===== config.mk =====
export PLATFORM = sky130hd
export DESIGN_NAME = mc_controller
export DESIGN_NICKNAME = d
export VERILOG_FILES = /design/src/rtl/riscv_pkg.sv /design/src/rtl/mc_controller_aludec.sv /design/src/rtl/mc_controller.sv
export SDC_FILE = /design/constraint.sdc
export NUM_CORES = 1
export LEC_CHECK = 0
export CAP_MARGIN = 20
export CORE_UTILIZATION = 34
export DETAILED_ROUTE_END_ITERATION = 8
export GPL_ROUTABILITY_DRIVEN = 0
export PLACE_DENSITY = 0.68
export SYNTH_ARGS = -nofsm -noshare
export SYNTH_HDL_FRONTEND = slang
export SYNTH_HIERARCHICAL = 1
export SYNTH_SLANG_ARGS = --single-unit

===== constraint.sdc =====
create_clock -name clk -period 3.4 [get_ports clk]
set_input_delay 0.34 -clock clk [delete_from_list [all_inputs] [get_ports clk]]
set_output_delay 0.34 -clock clk [all_outputs]
set_load 0.02 [all_outputs]

===== src/rtl/riscv_pkg.sv =====
// Shared definitions for the multicycle RISC-V controller.
//   statetype : controller FSM states
//   ALUOP_*   : ALUOp encodings passed from the main FSM to aludec
//   OP_*      : instruction opcodes recognised by the controller
//   ALU_*     : ALUControl encodings produced by aludec
//   branch_taken() : branch condition from funct3 and datapath flags
package riscv_pkg;

    typedef enum logic [3:0] {
        S_FETCH,
        S_DECODE,
        S_MEMADR,
        S_MEMREAD,
        S_MEMWB,
        S_MEMWRITE,
        S_EXECUTER,
        S_EXECUTEI,
        S_ALUWB,
        S_BRANCH,
        S_JAL
    } statetype;

    localparam logic [1:0] ALUOP_ADD   = 2'b00;
    localparam logic [1:0] ALUOP_SUB   = 2'b01;
    localparam logic [1:0] ALUOP_FUNCT = 2'b10;

    localparam logic [6:0] OP_LOAD   = 7'b0000011;
    localparam logic [6:0] OP_STORE  = 7'b0100011;
    localparam logic [6:0] OP_RTYPE  = 7'b0110011;
    localparam logic [6:0] OP_ITYPE  = 7'b0010011;
    localparam logic [6:0] OP_BRANCH = 7'b1100011;
    localparam logic [6:0] OP_JAL    = 7'b1101111;

    localparam logic [2:0] ALU_ADD = 3'b000;
    localparam logic [2:0] ALU_SUB = 3'b001;
    localparam logic [2:0] ALU_AND = 3'b010;
    localparam logic [2:0] ALU_OR  = 3'b011;
    localparam logic [2:0] ALU_SLT = 3'b101;

    // beq/bne use Zero from a subtract; blt/bge use the signed >= flag.
    function automatic logic branch_taken(input logic [2:0] funct3,
                                          input logic       zero,
                                          input logic       ge);
        case (funct3)
            3'b000:  branch_taken = zero;
            3'b001:  branch_taken = ~zero;
            3'b100:  branch_taken = ~ge;
            3'b101:  branch_taken = ge;
            default: branch_taken = 1'b0;
        endcase
    endfunction

endpackage


===== src/rtl/mc_controller_aludec.sv =====
// ALU decoder: maps ALUOp plus instruction fields to an ALU operation.
//   ALUOp      in  [1:0] operation class from the main FSM
//   funct3     in  [2:0] instruction funct3
//   funct7b5   in        instruction bit 30
//   opb5       in        opcode bit 5 (1 = R-type, 0 = I-type)
//   ALUControl out [2:0] ALU operation select
module aludec
    import riscv_pkg::*;
(
    input  logic [1:0] ALUOp,
    input  logic [2:0] funct3,
    input  logic       funct7b5,
    input  logic       opb5,
    output logic [2:0] ALUControl
);

    always_comb begin
        ALUControl = ALU_ADD;
        case (ALUOp)
            ALUOP_ADD: ALUControl = ALU_ADD;
            ALUOP_SUB: ALUControl = ALU_SUB;
            ALUOP_FUNCT: begin
                case (funct3)
                    // funct7b5 only means subtract on R-type; on addi it is immediate bit.
                    3'b000:  ALUControl = (opb5 & funct7b5) ? ALU_SUB : ALU_ADD;
                    3'b010:  ALUControl = ALU_SLT;
                    3'b110:  ALUControl = ALU_OR;
                    3'b111:  ALUControl = ALU_AND;
                    default: ALUControl = ALU_ADD;
                endcase
            end
            default: ALUControl = ALU_ADD;
        endcase
    end

endmodule


===== src/rtl/mc_controller.sv =====
// Multicycle RISC-V controller: Moore FSM sequencing fetch, decode,
// memory, ALU, branch and jal steps, with combinational datapath selects.
//   clk, reset        : clock, synchronous active-high reset
//   op, funct3, funct7b5 : instruction fields
//   Zero, emaior      : branch flags (ALU zero, signed rs1 >= rs2)
//   MemReady          : memory access completes this cycle
//   PCWrite, AdrSrc, MemWrite, IRWrite, RegWrite, Illegal : strobes/selects
//   ResultSrc, ALUSrcA, ALUSrcB, ImmSrc : datapath mux selects
//   ALUControl        : ALU operation
module mc_controller
    import riscv_pkg::*;
(
    input  logic       clk,
    input  logic       reset,
    input  logic [6:0] op,
    input  logic [2:0] funct3,
    input  logic       funct7b5,
    input  logic       Zero,
    input  logic       emaior,
    input  logic       MemReady,
    output logic       PCWrite,
    output logic       AdrSrc,
    output logic       MemWrite,
    output logic       IRWrite,
    output logic [1:0] ResultSrc,
    output logic [1:0] ALUSrcA,
    output logic [1:0] ALUSrcB,
    output logic [1:0] ImmSrc,
    output logic       RegWrite,
    output logic [2:0] ALUControl,
    output logic       Illegal
);

    statetype   state_q, state_d;
    logic [1:0] alu_op;
    logic       pc_update, branch, mem_write, ir_write, reg_write, illegal;

    always_ff @(posedge clk) begin
        if (reset) state_q <= S_FETCH;
        else       state_q <= state_d;
    end

    always_comb begin
        state_d = state_q;
        case (state_q)
            S_FETCH:    if (MemReady) state_d = S_DECODE;
            S_DECODE: begin
                case (op)
                    OP_LOAD, OP_STORE: state_d = S_MEMADR;
                    OP_RTYPE:          state_d = S_EXECUTER;
                    OP_ITYPE:          state_d = S_EXECUTEI;
                    OP_BRANCH:         state_d = S_BRANCH;
                    OP_JAL:            state_d = S_JAL;
                    default:           state_d = S_FETCH;
                endcase
            end
            S_MEMADR:   state_d = (op == OP_LOAD) ? S_MEMREAD : S_MEMWRITE;
            S_MEMREAD:  if (MemReady) state_d = S_MEMWB;
            S_MEMWRITE: if (MemReady) state_d = S_FETCH;
            S_EXECUTER, S_EXECUTEI, S_JAL: state_d = S_ALUWB;
            default:    state_d = S_FETCH;
        endcase
    end

    always_comb begin
        pc_update = 1'b0;
        branch    = 1'b0;
        AdrSrc    = 1'b0;
        mem_write = 1'b0;
        ir_write  = 1'b0;
        reg_write = 1'b0;
        illegal   = 1'b0;
        ResultSrc = 2'b00;
        ALUSrcA   = 2'b00;
        ALUSrcB   = 2'b00;
        alu_op    = ALUOP_ADD;
        case (state_q)
            S_FETCH: begin
                ResultSrc = 2'b10;
                ALUSrcB   = 2'b10;
                ir_write  = MemReady;
                pc_update = MemReady;
            end
            S_DECODE: begin
                ALUSrcA = 2'b01;
                ALUSrcB = 2'b01;
                illegal = !(op inside {OP_LOAD, OP_STORE, OP_RTYPE,
                                       OP_ITYPE, OP_BRANCH, OP_JAL});
            end
            S_MEMADR: begin
                ALUSrcA = 2'b10;
                ALUSrcB = 2'b01;
            end
            S_MEMREAD:  AdrSrc = 1'b1;
            S_MEMWB: begin
                ResultSrc = 2'b01;
                reg_write = 1'b1;
            end
            S_MEMWRITE: begin
                AdrSrc    = 1'b1;
                mem_write = 1'b1;
            end
            S_EXECUTER: begin
                ALUSrcA = 2'b10;
                alu_op  = ALUOP_FUNCT;
            end
            S_EXECUTEI: begin
                ALUSrcA = 2'b10;
                ALUSrcB = 2'b01;
                alu_op  = ALUOP_FUNCT;
            end
            S_ALUWB:    reg_write = 1'b1;
            S_BRANCH: begin
                ALUSrcA = 2'b10;
                alu_op  = ALUOP_SUB;
                branch  = 1'b1;
            end
            S_JAL: begin
                ALUSrcA   = 2'b01;
                ALUSrcB   = 2'b10;
                pc_update = 1'b1;
            end
            default: ;
        endcase
    end

    // Strobes are forced low while reset is held so nothing is committed.
    always_comb begin
        PCWrite  = !reset && (pc_update || (branch && branch_taken(funct3, Zero, emaior)));
        MemWrite = !reset && mem_write;
        IRWrite  = !reset && ir_write;
        RegWrite = !reset && reg_write;
        Illegal  = !reset && illegal;
    end

    always_comb begin
        case (op)
            OP_STORE:  ImmSrc = 2'b01;
            OP_BRANCH: ImmSrc = 2'b10;
            OP_JAL:    ImmSrc = 2'b11;
            default:   ImmSrc = 2'b00;
        endcase
    end

    aludec u_aludec (
        .ALUOp      (alu_op),
        .funct3     (funct3),
        .funct7b5   (funct7b5),
        .opb5       (op[5]),
        .ALUControl (ALUControl)
    );

endmodule


-- After elaboration in Yosys (flattened, before gate mapping)
Index checks and enable logic that the tools add are counted.
- word-level logic and storage cells: 75
- register bits after elaboration: 4
- bits of input ports: 16
- output and inout port bits: 17
- mux-type cells: 22
- bitwise gates (word level): 3
- equal/unequal tests: 27
- reduce and logical (&&, ||, !) cells: 22
- operators with widths (cell ; number):
    4-bit one-hot mux with 6 select lines ; 1
    4-bit one-hot mux with 5 select lines ; 1
    4-bit by 3-bit equality test with 1-bit output, second input constant ; 4
    2-bit one-hot mux with 2 select lines ; 4
    7-bit by 6-bit equality test with 1-bit output, second input constant ; 2
    7-bit equality test, second input constant ; 2
    3-bit equality test, second input constant ; 4
    4-bit equality test, second input constant ; 3
    4-bit 2-to-1 mux ; 3
    3-bit one-hot mux with 4 select lines ; 1
    2-bit OR reduction ; 6
    4-bit by 2-bit equality test with 1-bit output, second input constant ; 2
    7-bit by 2-bit equality test with 1-bit output, second input constant ; 1
    7-bit by 5-bit equality test with 1-bit output, second input constant ; 1
    1-bit 2-to-1 mux ; 7
    1-bit logical AND ; 6
    2-bit != test, second input constant ; 3
    2-bit one-hot mux with 3 select lines ; 1
    3-bit one-hot mux with 2 select lines ; 1
    6-bit nonzero test ; 1
    3-bit OR reduction ; 2
    4-bit by 1-bit equality test with 1-bit output, second input constant ; 1
    4-bit zero test ; 1
    1-bit one-hot mux with 4 select lines ; 1
    13 further kinds ; 15

-- Logic depth before layout (Yosys ltp)
Gate-level depths: netlist (run 1).
- word-level depth: 5
- gate-level depth with buffers: 7
- gate-level depth less buffers: 7

-- By module
Netlist (run 1), hierarchy kept.
- by module, submodules not included (module ; instances ; seq. area each (sq um) ; cells each ; area an instance (sq um)):
    mc_controller ; 1 ; 80.1 ; 90 ; 615.6
    aludec ; 1 ; 0.0 ; 11 ; 96.3

-- Worst setup path before layout (run 1)
No wires, ideal clock.
- kind: register to output
- start point: reg state_q[2]
- end point: out ALUControl[2]
- path slack: 1072 ps
- path buffers: 1
- data arrival time: 1988 ps
- data required time: 3060 ps
- stages on the path, launching flop included: 6
- cell sequence: dfxtp_1 -> buf_1 -> nand2b_1 -> nor2_1 -> ha_1 -> nor4b_1
- cells in the longest elaborated chain, start to end: 5
- elaborated cells between the ends (all ways): 8
- RTL lines (what ; RTL line ; source):
    from (decl) ; mc_controller.sv:34 ; statetype state_q, state_d;
    from (signal assigned) ; mc_controller.sv:40 ; else state_q <= state_d;
    4-bit by 3-bit equality test with 1-bit output ; mc_controller.sv:77 ; case (state_q)
    2-bit OR reduction (no source line) ; - ;
    2-bit one-hot mux with 2 select lines (*) ; mc_controller.sv:77 ;
    via alu_op[1] ; mc_controller.sv:35 ; logic [1:0] alu_op;
    2-bit equality test or 2-bit by 1-bit equality test with 1-bit output (tied branches) ; mc_controller_aludec.sv:19 ; case (ALUOp)
    3-bit one-hot mux with 2 select lines (*) ; mc_controller_aludec.sv:19 ;
    to (decl) ; mc_controller.sv:30 ; output logic [2:0] ALUControl,
Mark *: on every way through the listed nets, which the timed path passes. The rest lies on a longest branch.

-- Worst setup path in the final report (run 1)
- start point: reg state_q[3]
- end point: out ALUControl[2]
Same word-level chain as after synthesis.

==> results of run 1 <==
synth_stat cells, drive strengths merged, types with 2 or more instances:
cell,number,area (µm²)
and2b,3,25.0
ha,2,25.0
xnor2,2,17.5
o21ai,2,10.0
nor2b,3,18.8
a31oi,2,12.5
o21bai,2,15.0
nand3,4,20.0
dfxtp,4,80.1
buf,2,7.51
nor4,3,18.8
nand2,5,18.8
a21oi,8,40.0
a211oi,2,15.0
inv,7,26.3
clkbuf,4,35.0
nor3,6,30.0
nand3b,2,15.0
nor3b,2,15.0
or3,3,25.0
nand2b,7,51.3
nor2,10,37.5
metrics by stage:
step / setup WS, ns / instances / power [W] / hold WS [ns] / cell area (µm²)
after floorplan: 1.07 / 101 / 0.0000916 / 0.509 / 712
after global placement: 0.620 / 156 / 0.000131 / 0.689 / 1040
after detailed placement: 0.578 / 156 / 0.000132 / 0.698 / 1040
after CTS: 0.336 / 159 / 0.000193 / 0.701 / 1060
after global routing: 0.165 / 159 / 0.000203 / 0.735 / 1060
final: 0.344 / 159 / 0.000191 / 0.694 / 1060
cell families (layout without fill, tap and decap cells):
family,count (synthesis),count (layout),share of synthesized area
compound gates,24,24,0.243
xor+xnor,3,3,0.0369
fa+ha+maj,2,2,0.0351
buf+inv,13,44,0.0967
flops,4,4,0.112
simple gates,55,55,0.476
power by group:
part	switching (W)	total (W)	internal, W
clock	0.0000198	0.0000593	0.0000395
sequential	0.000000739	0.0000491	0.0000483
combinational	0.0000392	0.0000828	0.0000435
layout make-up:
cell class              count  area (µm²)  area share
clock buffers               3        22.5      0.0212
flip-flops and latches      4        80.1      0.0755
inverters                   7        26.3      0.0248
multi-input cells          84         563       0.531
well taps                  27        33.8      0.0318
repair buffers             34         335       0.316
final timing paths:
check,start,end,slack (ns),depth (start not counted)
setup / recovery,state_q[3]$_SDFFE_PP0P_,ALUControl[2],0.34,6
hold / removal,state_q[1]$_SDFFE_PP0P_,state_q[1]$_SDFFE_PP0P_,0.69,3
setup reg to reg,state_q[2]$_SDFFE_PP0P_,state_q[2]$_SDFFE_PP0P_,1.77,4
hold reg to reg,state_q[1]$_SDFFE_PP0P_,state_q[1]$_SDFFE_PP0P_,0.69,3
tightest hold or removal path, stage by stage, from the launching register on:
cell,delay (ns)
dfxtp_1,0.29
buf_4,0.18
nand3_1,0.08
a31oi_1,0.08
layer usage:
metal  track usage  vias to the layer above  share of wire
met4             0                        0              0
met3        0.0566                        0          0.062
li1              -                      433              -
met2         0.338                       37           0.50
met5             0                        -              0
met1         0.244                      387           0.43
==> metrics.csv, run 1 <==
metric,value,unit
Post-synth ARST share,0,
"Most flops, register",state_q,
post-CTS setup buffer count,0,
endpoints failing setup,0,
Top Ports,33,
crit path capture type,primary output,
"Reg clk slew, reported paths",0.04,ns
DR pass1 iterations,4,
Rows,16,
crit share post-route,0.899,
syn avg cell area,7.05,µm²
RSZ-0062 raised after global routing,no,
critical path required time,3.06,ns
FILL cells,211,
worst skew pair latency,0.24,ns
largest fanout on the critical path,18,
CP bufs+invs,3,
Slew headroom,0.611,
ANT nets after route,0,
initial antenna violation count,0,
Avg Vias per Cell,5.39,
Routed WL,2.02,mm
outcome,finished clean,
Max-Cap Viols,0,
n_diodes,0,
DRC viols,0,
DRT iter0 DRCs,19,
Crit path largest cell delay,0.68,ns
Post-synth EDFFs,0,
yosys warns,6,
number of global-route vias before repair,699,
Period minus WS final,3.06,ns
Leakage,0.365,nW
Worst Tran Pin Value,0.583,ns
clk sinks,4,
unique cell type count in the Yosys netlist,43,
CTS resizes,0,
pwr/cell area,180,nW/µm²
routed via count,857,
H-tree depth,1,
Nets,152,
Port Buffer Count,32,
Die ar.,2280,µm²
total gr overflow,0,
max reg flops,4,
hold buffers post-CTS,0,
initial core utilization,0.363,
Post-synth top flop,dfxtp_1,
Critical-path top delay cell,dfxtp_1,
Max clock buf depth,2,
synthesized area,712,µm²
"leading cell type in the layout, fill and taps excluded",clkdlybuf4s50_1,
Startpoint Class,flip-flop,
Mapped Nets,119,
HPWL after DPL,1.60,mm
CTS tree,built,
max-slew violations,0,
WL/cell,12.7,µm
core box area,1960,µm²
Die Wd,47.8,µm
first-pass GRT wire length,3.06,mm
final core occ,0.541,
Crit Path Category,reg2out,
most frequent cells in the layout,"clkdlybuf4s50_1, nor2_1, a21oi_1",
CTS Buf Count,3,
HP Class,reg2reg,
final setup TNS,0,ns
Fin Clk Skew,0.00770,ns
Worst EP arrival,2.72,ns
worst vdd ir,0.183,mV
Root Driver,clkbuf_4,
die span in y,47.8,µm
share of cells above drive strength 1,0.114,
total track usage,0.191,
sequential area share after synthesis,0.112,
biggest regs,state_q: 4 flops,
Mapped Cells,101,
largest net degree at the start of global routing,19,
Worst path most repeated cell,inv_1,
Final Hold Vio Count,0,
#FFs+latches synth,4,
critical path cell sequence,"nand3_1, inv_1, inv_1, ha_1, nor4b_1, clkdlybuf4s50_1",
CP top delay family,buffers and inverters,
area delta synth->final,49.0,%
fmax,327,MHz
Power figures use the tool's default switching activity.
==> inputs of run 2 (changes only) <==
- SKIP_LAST_GASP: default -> 1
==> results of run 2 <==
No change in the layout: final DEF, timing and power equal those of run 1.
